File: src/rtl/fp_round_pipe.sv
// fp_round_pipe: two-stage rounding pipeline for a small floating-point format.
// Stage 1 captures the operand and its round-up decision. Stage 2 applies the
// increment, renormalising or saturating when needed. Valid/ready handshakes
// allow one result per cycle while the consumer accepts.
module fp_round_pipe #(
  parameter int EXP_W = 3,
  parameter int SIG_W = 4,
  parameter int CNT_W = 8
) (
  input  logic             clk,
  input  logic             rst_n,
  input  logic             in_valid,
  output logic             in_ready,
  input  logic [EXP_W-1:0] exponent,
  input  logic [SIG_W-1:0] significand,
  input  logic             round_bit,
  input  logic             sticky_bit,
  input  logic [1:0]       mode,
  output logic             out_valid,
  input  logic             out_ready,
  output logic [EXP_W-1:0] E,
  output logic [SIG_W-1:0] F,
  output logic             ovf,
  output logic             inexact,
  output logic [CNT_W-1:0] sat_count
);

  localparam logic [EXP_W-1:0] EXP_ONES = {EXP_W{1'b1}};
  localparam logic [SIG_W-1:0] SIG_ONES = {SIG_W{1'b1}};
  localparam logic [SIG_W-1:0] SIG_NORM = {1'b1, {(SIG_W-1){1'b0}}};
  localparam logic [CNT_W-1:0] CNT_ONES = {CNT_W{1'b1}};

  // Stage 1 registers
  logic             s1_valid_q, s1_valid_d;
  logic [EXP_W-1:0] s1_exp_q, s1_exp_d;
  logic [SIG_W-1:0] s1_sig_q, s1_sig_d;
  logic             s1_up_q, s1_up_d;
  logic             s1_inexact_q, s1_inexact_d;

  // Stage 2 registers
  logic             s2_valid_q, s2_valid_d;
  logic [EXP_W-1:0] e_q, e_d;
  logic [SIG_W-1:0] f_q, f_d;
  logic             ovf_q, ovf_d;
  logic             inexact_q, inexact_d;
  logic [CNT_W-1:0] sat_count_q, sat_count_d;

  logic             round_up_in;
  logic             s2_free;
  logic             s2_load;
  logic             in_hs;
  logic             out_hs;
  logic [EXP_W-1:0] rnd_exp;
  logic [SIG_W-1:0] rnd_sig;
  logic             rnd_ovf;

  // Handshake and stage-advance conditions; in_ready is forced low during reset
  always_comb begin
    s2_free  = !s2_valid_q || out_ready;
    s2_load  = s1_valid_q && s2_free;
    in_ready = rst_n && (!s1_valid_q || s2_free);
    in_hs    = in_valid && in_ready;
    out_hs   = s2_valid_q && out_ready;
  end

  // Round-up decision for the incoming operand, selected by rounding mode
  always_comb begin
    round_up_in = 1'b0;
    case (mode)
      2'b01:   round_up_in = round_bit;
      2'b10:   round_up_in = round_bit && (sticky_bit || significand[0]);
      default: round_up_in = 1'b0;
    endcase
  end

  // Stage 1 next state: load a new operand, or empty once stage 2 takes it
  always_comb begin
    s1_valid_d   = s1_valid_q;
    s1_exp_d     = s1_exp_q;
    s1_sig_d     = s1_sig_q;
    s1_up_d      = s1_up_q;
    s1_inexact_d = s1_inexact_q;
    if (in_hs) begin
      s1_valid_d   = 1'b1;
      s1_exp_d     = exponent;
      s1_sig_d     = significand;
      s1_up_d      = round_up_in;
      s1_inexact_d = round_bit || sticky_bit;
    end else if (s2_load) begin
      s1_valid_d   = 1'b0;
    end
  end

  // Apply the increment with renormalisation on carry-out and saturation at max exponent
  always_comb begin
    rnd_exp = s1_exp_q;
    rnd_sig = s1_sig_q;
    rnd_ovf = 1'b0;
    if (s1_up_q) begin
      if (s1_sig_q != SIG_ONES) begin
        rnd_sig = s1_sig_q + {{(SIG_W-1){1'b0}}, 1'b1};
      end else if (s1_exp_q != EXP_ONES) begin
        rnd_exp = s1_exp_q + {{(EXP_W-1){1'b0}}, 1'b1};
        rnd_sig = SIG_NORM;
      end else begin
        rnd_exp = EXP_ONES;
        rnd_sig = SIG_ONES;
        rnd_ovf = 1'b1;
      end
    end
  end

  // Stage 2 next state: take the rounded result, hold while stalled, empty after delivery
  always_comb begin
    s2_valid_d  = s2_valid_q;
    e_d         = e_q;
    f_d         = f_q;
    ovf_d       = ovf_q;
    inexact_d   = inexact_q;
    sat_count_d = sat_count_q;
    if (s2_load) begin
      s2_valid_d = 1'b1;
      e_d        = rnd_exp;
      f_d        = rnd_sig;
      ovf_d      = rnd_ovf;
      inexact_d  = s1_inexact_q;
    end else if (out_hs) begin
      s2_valid_d = 1'b0;
    end
    if (out_hs && ovf_q && (sat_count_q != CNT_ONES)) begin
      sat_count_d = sat_count_q + {{(CNT_W-1){1'b0}}, 1'b1};
    end
  end

  // Pipeline registers with synchronous active-low reset
  always_ff @(posedge clk) begin
    if (!rst_n) begin
      s1_valid_q   <= 1'b0;
      s1_exp_q     <= '0;
      s1_sig_q     <= '0;
      s1_up_q      <= 1'b0;
      s1_inexact_q <= 1'b0;
      s2_valid_q   <= 1'b0;
      e_q          <= '0;
      f_q          <= '0;
      ovf_q        <= 1'b0;
      inexact_q    <= 1'b0;
      sat_count_q  <= '0;
    end else begin
      s1_valid_q   <= s1_valid_d;
      s1_exp_q     <= s1_exp_d;
      s1_sig_q     <= s1_sig_d;
      s1_up_q      <= s1_up_d;
      s1_inexact_q <= s1_inexact_d;
      s2_valid_q   <= s2_valid_d;
      e_q          <= e_d;
      f_q          <= f_d;
      ovf_q        <= ovf_d;
      inexact_q    <= inexact_d;
      sat_count_q  <= sat_count_d;
    end
  end

  assign out_valid = s2_valid_q;
  assign E         = e_q;
  assign F         = f_q;
  assign ovf       = ovf_q;
  assign inexact   = inexact_q;
  assign sat_count = sat_count_q;

endmodule

File: config.mk
export PLATFORM = sky130hd
export DESIGN_NAME = fp_round_pipe
export DESIGN_NICKNAME = d
export VERILOG_FILES = /design/src/rtl/fp_round_pipe.sv
export SDC_FILE = /design/constraint.sdc
export NUM_CORES = 1
export LEC_CHECK = 0
export CAP_MARGIN = 20
export CORE_ASPECT_RATIO = 1.25
export CORE_UTILIZATION = 50
export CTS_CLUSTER_DIAMETER = 80
export DETAILED_ROUTE_END_ITERATION = 6
export PLACE_DENSITY_LB_ADDON = 0.08
export SYNTH_ARGS = -nofsm -noshare
export SYNTH_HDL_FRONTEND = slang
export SYNTH_SLANG_ARGS = --single-unit
export TNS_END_PERCENT = 50
File: constraint.sdc
create_clock -name clk -period 3.35 [get_ports clk]
set_input_delay 0.5025 -clock clk [delete_from_list [all_inputs] [get_ports clk]]
set_output_delay 0.5025 -clock clk [all_outputs]
set_load 0.03 [all_outputs]
==> results_dict.tcl, run 1 <==
set metrics [dict create \
    status "finished clean" \
    htreeDepth 1 \
    synth-edff-count 0 \
    nets 210 \
    ys_types 35 \
    synth_largest_area_cell "dfxtp_1" \
    dpl.hpwl_mm 2.14 \
    cp-end-kind "primary output" \
    post-synth-top-count-cell "dfxtp_1" \
    slew_headroom 0.625 \
    tightest_slew_ns 0.561 \
    crit_top_cell "clkdlybuf4s50_1" \
    synth_common_cells "dfxtp_1 (28), a21oi_1 (18), nand3_1 (15)" \
    cp_num_buf_inv 3 \
    maxCapViolCount 0 \
    core_um2 2430 \
    ios 34 \
    drc 0 \
    drive_gt1_frac 0.0476 \
    grt_pass1_vias 1123 \
    critical_path_class "input pin to primary output" \
    die_h_um 58.7 \
    crit_arrival_ns 2.03 \
    peakVddDrop_mv 0.248 \
    required_ns 2.85 \
    hold_path_class "register to register" \
    crit_path_top_delay_cell "clkdlybuf4s50_1" \
    yosys.area.top_type_share 0.436 \
    drt-vias-per-instance 5.56 \
    placementRows 20 \
    die-area_um2 2780 \
    root_buffer "clkbuf_4" \
    synth_area_leaders "dfxtp_1 (44%), a21oi_1 (7.0%), nand3_1 (5.8%), ha_1 (4.9%), o21ai_1 (4.3%)" \
    diodes 0 \
    synth.net_count 178 \
    cts_sinks 28 \
    syn2layout_area_growth_pct 30.2 \
    grt_pass1_wl_mm 4.33 \
    gp_congestion 0.751 \
    fmax_mhz 394 \
    clock_latency_ns 0.32 \
    synth_seq_cells 28 \
    skew_ns 0.00864 \
    power.density_nw_per_um2 357 \
    path_cells "clkdlybuf4s50_1, inv_2, a21oi_1, clkdlybuf4s50_1" \
    synth_seq_area_share 0.436 \
    hold_viol 0 \
    wl_met2_mm 1.48 \
    synthCells 158 \
    highest_layer "met4" \
    drv_slew 0 \
    avgSynthCellArea_um2 8.14 \
    drt_iter0_markers 15 \
    cts_made_buffers 3 \
    wl_met1_mm 1.04 \
    min_period_ns 2.54 \
    fp.dieW_um 47.4 \
    grt_max_degree 18 \
    ys_async_sr_fraction 0 \
    rsz0062_at_grt "no" \
    yosysWarningCount 0 \
    fin_setup_tns_ns 0 \
    fin_crit_sh 0.757 \
    ys.flop_type "dfxtp_1" \
    power.leakage_nw 0.629 \
    wl_met3_um 78 \
    cts_setup_buffers 0 \
    dr.pass1.iters 6 \
    finalSetupViolCount 0 \
    cp_top_family "buffers and inverters" \
    vias 1234 \
    grt_use_total 0.211 \
    cts_resized 0 \
    port_buffers 33 \
    wire_per_inst_um 11.8 \
    cpPeakStageDelay_ns 0.70 \
    gr-total-overflow 0 \
    final_util 0.690 \
    initial_core_util 0.530 \
    cp_max_fo 17 \
    ant_nets 0 \
    syn_area_um2 1290 \
    postCtsHoldBufs 0 \
    postRouteWirelength_mm 2.63 \
    tritoncts "built" \
    clockBufferDepth 2 \
    cts.clk_slew.worst_paths_ns 0.15 \
    nFillCells 210 \
    start_kind "input pin" \
    antenna_found_initial 0 \
]
-- area by class of cell --
class	instances	area, um^2	area share
flip-flops and latches	28	561	0.335
repair buffers	34	338	0.202
inverters	12	45.0	0.0269
well taps	33	41.3	0.0247
multi-input cells	111	653	0.390
clock buffers	4	36.3	0.0217
-- layer usage --
layer | up-vias | track usage
met5 | - | 0
met4 | 0 | 0.0612
met3 | 6 | 0.0184
met2 | 32 | 0.425
met1 | 567 | 0.211
li1 | 629 | -
-- worst min-delay path: stages, from the launching register on --
cell and delay [ns]:
dfxtp_1 0.34, nand2_1 0.05, a21oi_1 0.05
-- cells in the final DEF (no fill, tap or decap) --
master / Yosys / routed
buf_4: 0 / 1
nand4_2: 1 / 1
nor2b_1: 4 / 4
nor4_1: 1 / 1
ha_1: 5 / 5
clkdlybuf4s50_1: 0 / 33
clkbuf_8: 0 / 1
or4_1: 1 / 1
o211ai_1: 3 / 3
mux2i_1: 1 / 1
and3_2: 1 / 1
o31ai_1: 1 / 1
nand4_1: 1 / 1
nand3b_1: 3 / 3
o21ai_1: 11 / 11
nand2b_1: 1 / 1
a21oi_1: 18 / 18
a211oi_1: 1 / 1
inv_2: 1 / 1
and3_1: 1 / 1
nand2_1: 14 / 14
a31o_1: 1 / 1
and4_1: 2 / 2
inv_1: 11 / 11
o311a_1: 1 / 1
dfxtp_1: 28 / 28
a31oi_1: 2 / 2
o2111a_1: 1 / 1
nor3_1: 4 / 4
or3_1: 2 / 2
nor2_1: 8 / 8
o21a_1: 1 / 1
clkbuf_4: 0 / 3
o21ai_0: 4 / 4
nand3_1: 15 / 15
xor2_1: 1 / 1
mux2_2: 1 / 1
-- registers in the layout, indices dropped and copies added (netlist names) --
register	count
sat_count	8
F	4
s1_sig_q	4
E	3
s1_exp_q	3
inexact	1
out_valid	1
ovf	1
s1_inexact_q	1
s1_up_q	1
s1_valid_q	1
-- metrics by stage --
stage / hold slack [ns] / worst slack, ns / instance area (um^2) / power, mW / cells
after floorplan: 0.432 / 1.68 / 1290 / 0.406 / 158
after detailed placement: 0.458 / 0.814 / 1640 / 0.445 / 218
after CTS: 0.476 / 0.804 / 1670 / 0.603 / 222
after global placement: 0.448 / 0.843 / 1640 / 0.441 / 218
after global routing: 0.499 / 0.731 / 1670 / 0.624 / 222
final: 0.472 / 0.814 / 1670 / 0.598 / 222
-- cells by family (layout without fill, tap and decap cells) --
group / count (synthesis) / after routing / synth area share
multiplexers: 2 / 2 / 0.0165
adder cells (fa/ha/maj): 5 / 5 / 0.0486
flip-flops: 28 / 28 / 0.436
XOR/XNOR: 1 / 1 / 0.00681
buffers and inverters: 19 / 50 / 0.0564
AND/OR/NAND/NOR: 59 / 59 / 0.239
AO/OA/AOI/OAI: 44 / 44 / 0.197
-- path summary, 6_finish.rpt --
kind	start	end	slack, ns	depth (start not counted)
worst max-delay path	rst_n	in_ready	0.81	4
worst min-delay path	E[0]	E[0]	0.47	2
worst max register to register	out_valid	sat_count[5]	1.78	4
worst min register to register	E[0]	E[0]	0.47	2
-- power by group --
part | leakage [nW] | total [mW] | internal, mW | switching [mW]
clock network | 0.0210 | 0.161 | 0.0664 | 0.0947
registers | 0.229 | 0.357 | 0.346 | 0.0112
logic | 0.379 | 0.0794 | 0.0389 | 0.0405
No activity file was read; power rests on OpenSTA's default activity.
==> run 2: changes to the inputs <==
--- a/config.mk
+++ b/config.mk
@@ -7,7 +7,7 @@
 export LEC_CHECK = 0
 export CAP_MARGIN = 20
 export CORE_ASPECT_RATIO = 1.25
-export CORE_UTILIZATION = 50
+export CORE_UTILIZATION = 47
 export CTS_CLUSTER_DIAMETER = 80
 export DETAILED_ROUTE_END_ITERATION = 6
 export PLACE_DENSITY_LB_ADDON = 0.08
==> constraint.sdc (replaced) <==
create_clock -name clk -period 2.65 [get_ports clk]
set_input_delay 0.3975 -clock clk [delete_from_list [all_inputs] [get_ports clk]]
set_output_delay 0.3975 -clock clk [all_outputs]
set_load 0.03 [all_outputs]
==> run 2 against run 1 <==
Critical path depth stayed put; total power is 27% higher; combinational power is 26% higher; utilization is 1.9 points lower; cell area is 0.30% higher; final cell count is 0.45% higher; critical path type unchanged; largest cell class unchanged.
==> results_dict.tcl, run 2 (same netlist as run 1, synthesis figures left out) <==
set metrics [dict create \
    status "finished clean" \
    dpl.hpwl_mm 1.98 \
    worst-r2r-cell-count 4 \
    placementRows 20 \
    cpPeakStageDelay_ns 0.79 \
    diodes 0 \
    clockBufferDepth 2 \
    core_um2 2500 \
    gr-total-overflow 0 \
    min_period_ns 2.04 \
    cts_sinks 28 \
    skew_ns 0.00270 \
    slew_headroom 0.635 \
    start_kind "input pin" \
    port_buffers 33 \
    grt_pass1_vias 1094 \
    maxCapViolCount 0 \
    cp_num_buf_inv 3 \
    largest_reg_flops 8 \
    tritoncts "built" \
    seqPwrFrac 0.597 \
    critical_path_class "input pin to primary output" \
    drt_iter0_markers 24 \
    cts_resized 0 \
    cts_made_buffers 3 \
    nFillCells 249 \
    mostFrequentLayoutCell "clkdlybuf4s50_1" \
    fp.dieW_um 48.8 \
    drive_gt1_frac 0.0579 \
    ant_nets 0 \
    fmax_mhz 490 \
    finalNonFillerCells 223 \
    gp_congestion 0.833 \
    hold_depth 2 \
    place_ws_ns 0.544 \
    postRouteWirelength_mm 2.56 \
    rsz0062_at_grt "no" \
    drt-vias-per-instance 5.35 \
    p_sw_frac 0.246 \
    initial_core_util 0.514 \
    grt_pass1_wl_mm 4.45 \
    drc 0 \
    intPower_mw 0.571 \
    fin_ws_ns 0.611 \
    hold_viol 0 \
    vias 1194 \
    clock_power_share 0.270 \
    postCtsHoldBufs 0 \
    die-area_um2 2950 \
    crit_arrival_ns 1.64 \
    dr.pass1.iters 4 \
    tightest_slew_ns 0.546 \
    root_buffer "clkbuf_4" \
    cp-end-kind "primary output" \
    cp_max_fo 15 \
    antenna_found_initial 0 \
    dp.cells 219 \
    grt_max_degree 18 \
    htreeDepth 1 \
    crit_path_top_delay_cell "clkdlybuf4s50_1" \
    drv_slew 0 \
    syn2layout_area_growth_pct 30.5 \
    cp.depth 4 \
    wire_per_inst_um 11.5 \
    clock_latency_ns 0.32 \
    power.leakage_nw 0.634 \
    hold_path_class "register to register" \
    ios 34 \
    required_ns 2.25 \
    final_cell_mix "clkdlybuf4s50_1 (32), dfxtp_1 (28), a21oi_1 (18)" \
    die_h_um 60.5 \
    power.density_nw_per_um2 451 \
    path_cells "clkdlybuf4s50_1, inv_2, a21oi_1, buf_4" \
    grt_use_total 0.191 \
    combinationalPowerShare 0.133 \
    fin_crit_sh 0.770 \
    cts.clk_slew.worst_paths_ns 0.14 \
    p_sw_mw 0.186 \
    hold_ws_ns 0.464 \
    nets 211 \
    cp_top_family "buffers and inverters" \
    finalSetupViolCount 0 \
    peakVddDrop_mv 0.270 \
    fin_setup_tns_ns 0 \
    cts_setup_buffers 0 \
]
run 2: cell types whose count changed in the layout (fill, tap and decap cells not counted), sizes merged:
cell and delta:
buf +2, clkdlybuf4s50 -1
run 2: worst register-to-register path, delay by kind of cell (launching register included):
family           cells  cell delay (ns)
AO/OA/AOI/OAI        1             0.16
flip-flops           1             0.41
AND/OR/NAND/NOR      3             0.95
run 2: power groups by stage:
stage          combinational [mW]  sequential (mW)  clock [mW]
6_report                    0.100            0.452       0.205
4_1_cts                     0.102            0.453       0.209
3_3_place_gp               0.0995            0.461           0
5_1_grt                     0.111            0.455       0.227
2_1_floorplan              0.0442            0.469           0
3_5_place_dp                0.101            0.462           0
run 2: per-layer routing:
layer / vias to the layer above / global-route usage / share of wire
li1: 624 / - / -
met1: 530 / 0.226 / 0.46
met2: 35 / 0.361 / 0.48
met3: 5 / 0.0226 / 0.042
met4: 0 / 0.0630 / 0.013
met5: - / 0 / 0
run 2: path summary, 6_finish.rpt:
check                                from  slack (ns)            to
worst max-delay path                rst_n        0.61      in_ready
worst min-delay path                 F[2]        0.46          F[2]
worst max register to register  out_valid        1.07  sat_count[5]
worst min register to register       F[2]        0.46          F[2]
run 2: stage by stage:
stage / power, mW / utilization / instance area, um^2
floorplan: 0.514 / - / 1290
global placement: 0.560 / 0.657 / 1640
detailed placement: 0.563 / 0.657 / 1640
CTS: 0.763 / 0.671 / 1680
global route: 0.793 / 0.671 / 1680
finish: 0.757 / 0.671 / 1680
run 2: final cells by class:
cell class	instances	area [um^2]	area share
clock buffers	4	36.3	0.0216
inverters	12	45.0	0.0268
multi-input cells	111	653	0.389
repair buffers	35	343	0.204
well taps	33	41.3	0.0246
flip-flops and latches	28	561	0.334
==> patch 1: new RTL, flow settings as in run 1 <==
Reset style: asynchronous (`rst_n`), changed in one clocked block. Comments in the files are not updated.
--- a/src/rtl/fp_round_pipe.sv
+++ b/src/rtl/fp_round_pipe.sv
@@ -133,7 +133,7 @@
   end
 
   // Pipeline registers with synchronous active-low reset
-  always_ff @(posedge clk) begin
+  always_ff @(posedge clk or negedge rst_n) begin
     if (!rst_n) begin
       s1_valid_q   <= 1'b0;
       s1_exp_q     <= '0;
Formal check against the unedited RTL: differs if rst_n is asserted again (counterexample within 4 cycles, from zero or initial values and one cycle with rst_n low); with rst_n held inactive, the same outputs for 10 cycles.
==> patch 1 against run 1 <==
Area after synthesis increased by 9.9%; setup slack got worse by 0.067 ns; fmax decreased by 2.6%; final area increased by 8.1%; critical path depth unchanged; sequential cell count unchanged; routed wire length increased by 2.3%.
Power is not compared: it rests on default switching activity, and its combinational part moved more than twofold at a synthesized area within 25%.
==> patch 1: results (changes against run 1) <==
The placer congestion estimate is 0.8507 (+13%). For this run, the leading register cell type out of synthesis is dfrtp_1. The capturing point of the worst reg2reg path was sat_count[1]$_DFFE_PN0P_. Share of final-layout standard cells stronger than drive strength 1: 17.95% (+13 points). The register area was 700.7 µm² (+25%). For the clock skew after layout, the log shows 0.007948 ns (-0.0006966 ns). For the met1 capacity usage during global routing, the log shows 20.60% (-0.48 points). The number of DRC markers in iteration 0 is 14 (-1). The cell depth of the worst flop-to-flop path is 4 (unchanged). For the post-route non-filler standard cell count, the log shows 190 (-14%). The proportion of synthesized flip-flops having asynchronous set or reset was 100.0% (+100 points).

By count the netlist is led by dfrtp_1, mux2_2, a21oi_1, mux2i_1, nand4_1. The met1 wire length was 1053 µm (+0.96%); the number of vias in the routed layout was 1048 (-15%). The area of placed instances is 1773 µm² (+8.3%), and the worst-margin pin slew is 0.3711 ns (-0.1902 ns). The clock latency reported for the late side of the worst-skew pair was 0.34 ns (+0.02 ns). The routing usage on met2 is 36.87% (-5.6 points), and the number of input and output port buffers inserted is 33 (unchanged). The run gives 971 (-14%) as the number of global-route vias before repair. The start point of the worst min-delay path was F[3]$_DFFE_PN0P_. The detail-routed net length per standard cell came out at 14.15 µm (+20%). For this design the static power due to leakage is 0.7814 nW. Yosys attributes the largest share of cell area to dfrtp_1, mux2_2, ha_1.

The path with the worst hold slack has its endpoint at F[3]$_DFFE_PN0P_. The setup slack at placement was 0.7681 ns (-0.04572 ns). The first-pass GRT wire length is 4284 µm (-1.1%), and the number of flip-flops in the largest register is 8 (unchanged). The wire length on met3 is 83 µm (+6.4%), and the sequential cell area fraction in the yosys report is 49.56% (+6.0 points). The arrival time at the worst endpoint is 2.10 ns (+0.07 ns). The run finished with clean final reports. The tools report the fraction of met3 tracks used by global routing as 2.716% (+0.88 points). The total half-perimeter wirelength after legalization and detailed placement came out at 2103 µm (-1.9%). The highest layer touched by signal routing is met4. Maximum fanout count along the critical path: 5 (-12).

The worst hold path cell count is 1 (-1), and the setup slack of the worst register-to-register path is 1.73 ns (-0.05 ns). The final net count is 177 (-16%). The worst hold slack after final layout is 0.5251 ns (+0.05336 ns), and the number of nets in the synthesized netlist is 141 (-21%). The critical path's largest stage delay is 0.68 ns (-0.02 ns).

The mean area per synthesized cell was 11.68 µm² (+44%). The logs give 237 (+13%) for the number of fill cells in the layout and 29 (-17%) for the unique cell type count in the Yosys netlist. The pin count of the biggest net entering global routing was 31 (+13). The detailed-routing iteration count for the pre-antenna-repair pass is 4 (-2), and the length of routed met2 wiring is 1504 µm (+1.8%). The tools report the critical register-to-register path startpoint as sat_count[0]$_DFFE_PN0P_. Post-cts sizing count: 0 (unchanged).

The number of antenna violations at the first check in global routing is 0 (unchanged). The number of cells in the design after placement is 186 (-15%), and the overall global routing resource usage is 19.10% (-2.0 points). The maximum count of clock buffers along a single path came out at 2 (unchanged).
==> patch 1: cell count changes in the layout (fill, tap and decap cells not counted), moves of 5 or more <==
cell	before	now
dfxtp_1	28	0
nand4_1	1	6
nand2_1	14	5
nand3_1	15	4
inv_1	11	5
dfrtp_1	0	28
o21ai_1	11	0
nor2_1	8	2
a21oi_1	18	7
mux2_2	1	19
mux2i_1	1	6
==> patch 1: worst reg2reg max path, delay by kind of cell (launching register included) <==
kind            cells  cell delay [ns]
compound gates      1             0.32
fa+ha+maj           1             0.26
flops               1             0.44
mux                 1             0.37
simple gates        1             0.13
==> patch 1: how the worst max path moves through the flow <==
stage	from	end	slack (ns)	depth (start not counted)
global route	out_ready	in_ready	0.65	4
global placement	out_ready	in_ready	0.77	4
floorplan	sat_count[0]$_DFFE_PN0P_	sat_count[1]$_DFFE_PN0P_	1.67	4
CTS	out_ready	in_ready	0.75	4
finish	out_ready	in_ready	0.75	4
detailed placement	out_ready	in_ready	0.77	4
==> patch 1: layout make-up <==
class	count	area share (%)
Inverter	5	1.037
Multi-Input combinational cell	85	37.21
Clock buffer	4	2.006
Sequential cell	28	38.73
Timing Repair Buffer	34	18.67
Tap cell	34	2.351
==> patch 1: kinds of logic after synthesis <==
kind of cell,synth area share [%]
adder cells (fa/ha/maj),4.425
buffers and inverters,2.831
XOR/XNOR,1.859
AO/OA/AOI/OAI,7.079
multiplexers,19.38
AND/OR/NAND/NOR,14.87
flip-flops,49.56
==> patch 1: power breakdown <==
part,internal (mW),switching [mW],leakage (nW)
sequential,0.392,0.0430,0.344
clock,0.0667,0.0986,0.0210
combinational,0.139,0.142,0.416
total,0.597,0.284,0.781
==> patch 2: new RTL, settings of run 1 <==
Made on the original files. `SIG_W`: 4 -> 6.
--- a/src/rtl/fp_round_pipe.sv
+++ b/src/rtl/fp_round_pipe.sv
@@ -4,7 +4,7 @@
 // allow one result per cycle while the consumer accepts.
 module fp_round_pipe #(
   parameter int EXP_W = 3,
-  parameter int SIG_W = 4,
+  parameter int SIG_W = 6,
   parameter int CNT_W = 8
 ) (
   input  logic             clk,
Ports: changed (resized F and significand); port bits go from 34 to 38. No check against the original RTL was run, so the function may have changed too.
==> patch 2 against run 1 <==
Combinational power increased by 28%; synthesized cell count increased by 18%; total power increased by 24%; setup slack got worse by 0.0036 ns; sequential cell count increased by 4; routed wire length increased by 20%; register-to-register slack improved by 0.07 ns; area after synthesis increased by 22%; final area increased by 20%.
==> patch 2: results (changes against run 1) <==
The run gives 2363 µm (+10%) as the total half-perimeter wirelength after legalization and detailed placement. The run gives 0.7469 nW (+19%) as the leakage dissipation. The flow ran to the end, and the final reports show no timing, DRC or antenna violations. The number of levels the H-tree was split into came out at 2 (+1). The unique cell type count in the Yosys netlist was 41 (+17%); the number of fill cells in the layout was 259 (+23%). Part of the total power dissipated in sequential elements: 56.1% (-3.7 points). The run gives 245 (+17%) as the final net count. Width of the die: 52.03 µm (+9.8%).

After synthesis, the most frequently instantiated cells are dfxtp_1, nand3_1, o21ai_0, inv_1, nand2_1. The share of final-layout standard cells stronger than drive strength 1 came out at 9.375% (+4.6 points). The run gives 1947 µm² (+19%) as the area of placed instances. For the number of vias in the routed layout, the log shows 1467 (+19%).

The sequential cell area fraction in the yosys report was 40.96% (-2.6 points); the number of DRC markers in iteration 0 was 41 (+26). Register area: 640.6 µm² (+14%). The worst IR drop on VDD is 262.5 µV (+5.8%), and the maximum fanout count along the critical path is 32 (+15). The number of input and output port buffers inserted came out at 37 (+12%).

The logs give 8 (+4) for the number of clock buffer instances in the layout and 0.006100 ns (-0.002544 ns) for the clock skew after layout. The length of routed met2 wiring was 1650 µm (+12%). In this run the worst hold path is classified as reg2reg. The met1 capacity usage during global routing is 24.45% (+3.4 points), and the final-layout non-clock buffer area share is 18.71% (-1.5 points).

Sorting the synthesized cells by area gives the leading types as dfxtp_1, nand3_1, o21ai_0. The final instance area is 2006 µm² (+20%), and the number of buffers other than clock buffers in the final layout is 38 (+12%). The number of global-route vias before repair was 1311 (+17%); the placer congestion estimate was 0.8102 (+7.8%). The power dissipated in combinational cells was 0.102 mW (+28%). The number of instances in the synthesized netlist is 186 (+18%). The critical path's largest stage delay is 0.45 ns (-0.25 ns), and the post-cts sizing count is 0 (unchanged). The first-pass GRT wire length came out at 5692 µm (+31%). For the number of nets in the synthesized netlist, the log shows 208 (+17%).

The run gives 33 (+15) as the pin count of the biggest net entering global routing. The clock slew seen by the registers of the worst setup and hold paths was 0.09 ns (-0.06 ns); the fraction of power consumed by combinational cells was 13.8% (+0.5 points). The clock buffer and inverter area fraction after layout is 2.932% (+0.76 points).

The post-route non-filler standard cell count was 260 (+17%). The number of flip-flops in the largest register was 8 (unchanged); the routing usage on met2 was 40.06% (-2.4 points). The multi-input gate count was 130 (+17%). The detailed-routing iteration count for the pre-antenna-repair pass is 4 (-2).

The count of inverters not on the clock network in the layout was 16 (+4). The overall global routing resource usage came out at 22.47% (+1.4 points). Detail-routed net length per standard cell: 12.14 µm (+2.5%). The run gives 0.8365 ns (+0.02269 ns) as the setup slack at placement. The net switching power is 0.1894 mW (+29%), and the clock buffer count from CTS is 5 (+2). The wire length on met3 is 153 µm (+96%), and the met1 wire length is 1306 µm (+25%).

The worst-margin pin slew is 0.7070 ns (+0.1456 ns), and the fraction of met3 tracks used by global routing is 6.338% (+4.5 points). The fraction of standard cell area in multi-input logic was 41.17% (+2.2 points); the clock sink count was 32 (+14%).
==> patch 2: changes by cell type after synthesis, sizes merged, moves of 4 or more <==
cell	delta
buf	+4
o21ai	+5
dfxtp	+4
nor2	+5
a211oi	+4
nand3	+8
a21oi	-9
nand4	+6
==> patch 2: logic make-up after synthesis <==
group / synth area share (%)
flip-flops: 40.96
buffers and inverters: 6.239
XOR/XNOR: 2.240
adder cells (fa/ha/maj): 4.000
AO/OA/AOI/OAI: 19.84
AND/OR/NAND/NOR: 26.72
==> patch 2: worst paths after layout <==
kind	startpoint	cells past startpoint	slack, ns	end
min	s1_inexact_q$_SDFFE_PN0P_	2	0.47	inexact$_SDFFE_PN0P_
max	rst_n	5	0.81	in_ready
max reg2reg	sat_count[0]$_SDFFE_PN0P_	5	1.85	sat_count[0]$_SDFFE_PN0P_
min reg2reg	s1_inexact_q$_SDFFE_PN0P_	2	0.47	inexact$_SDFFE_PN0P_
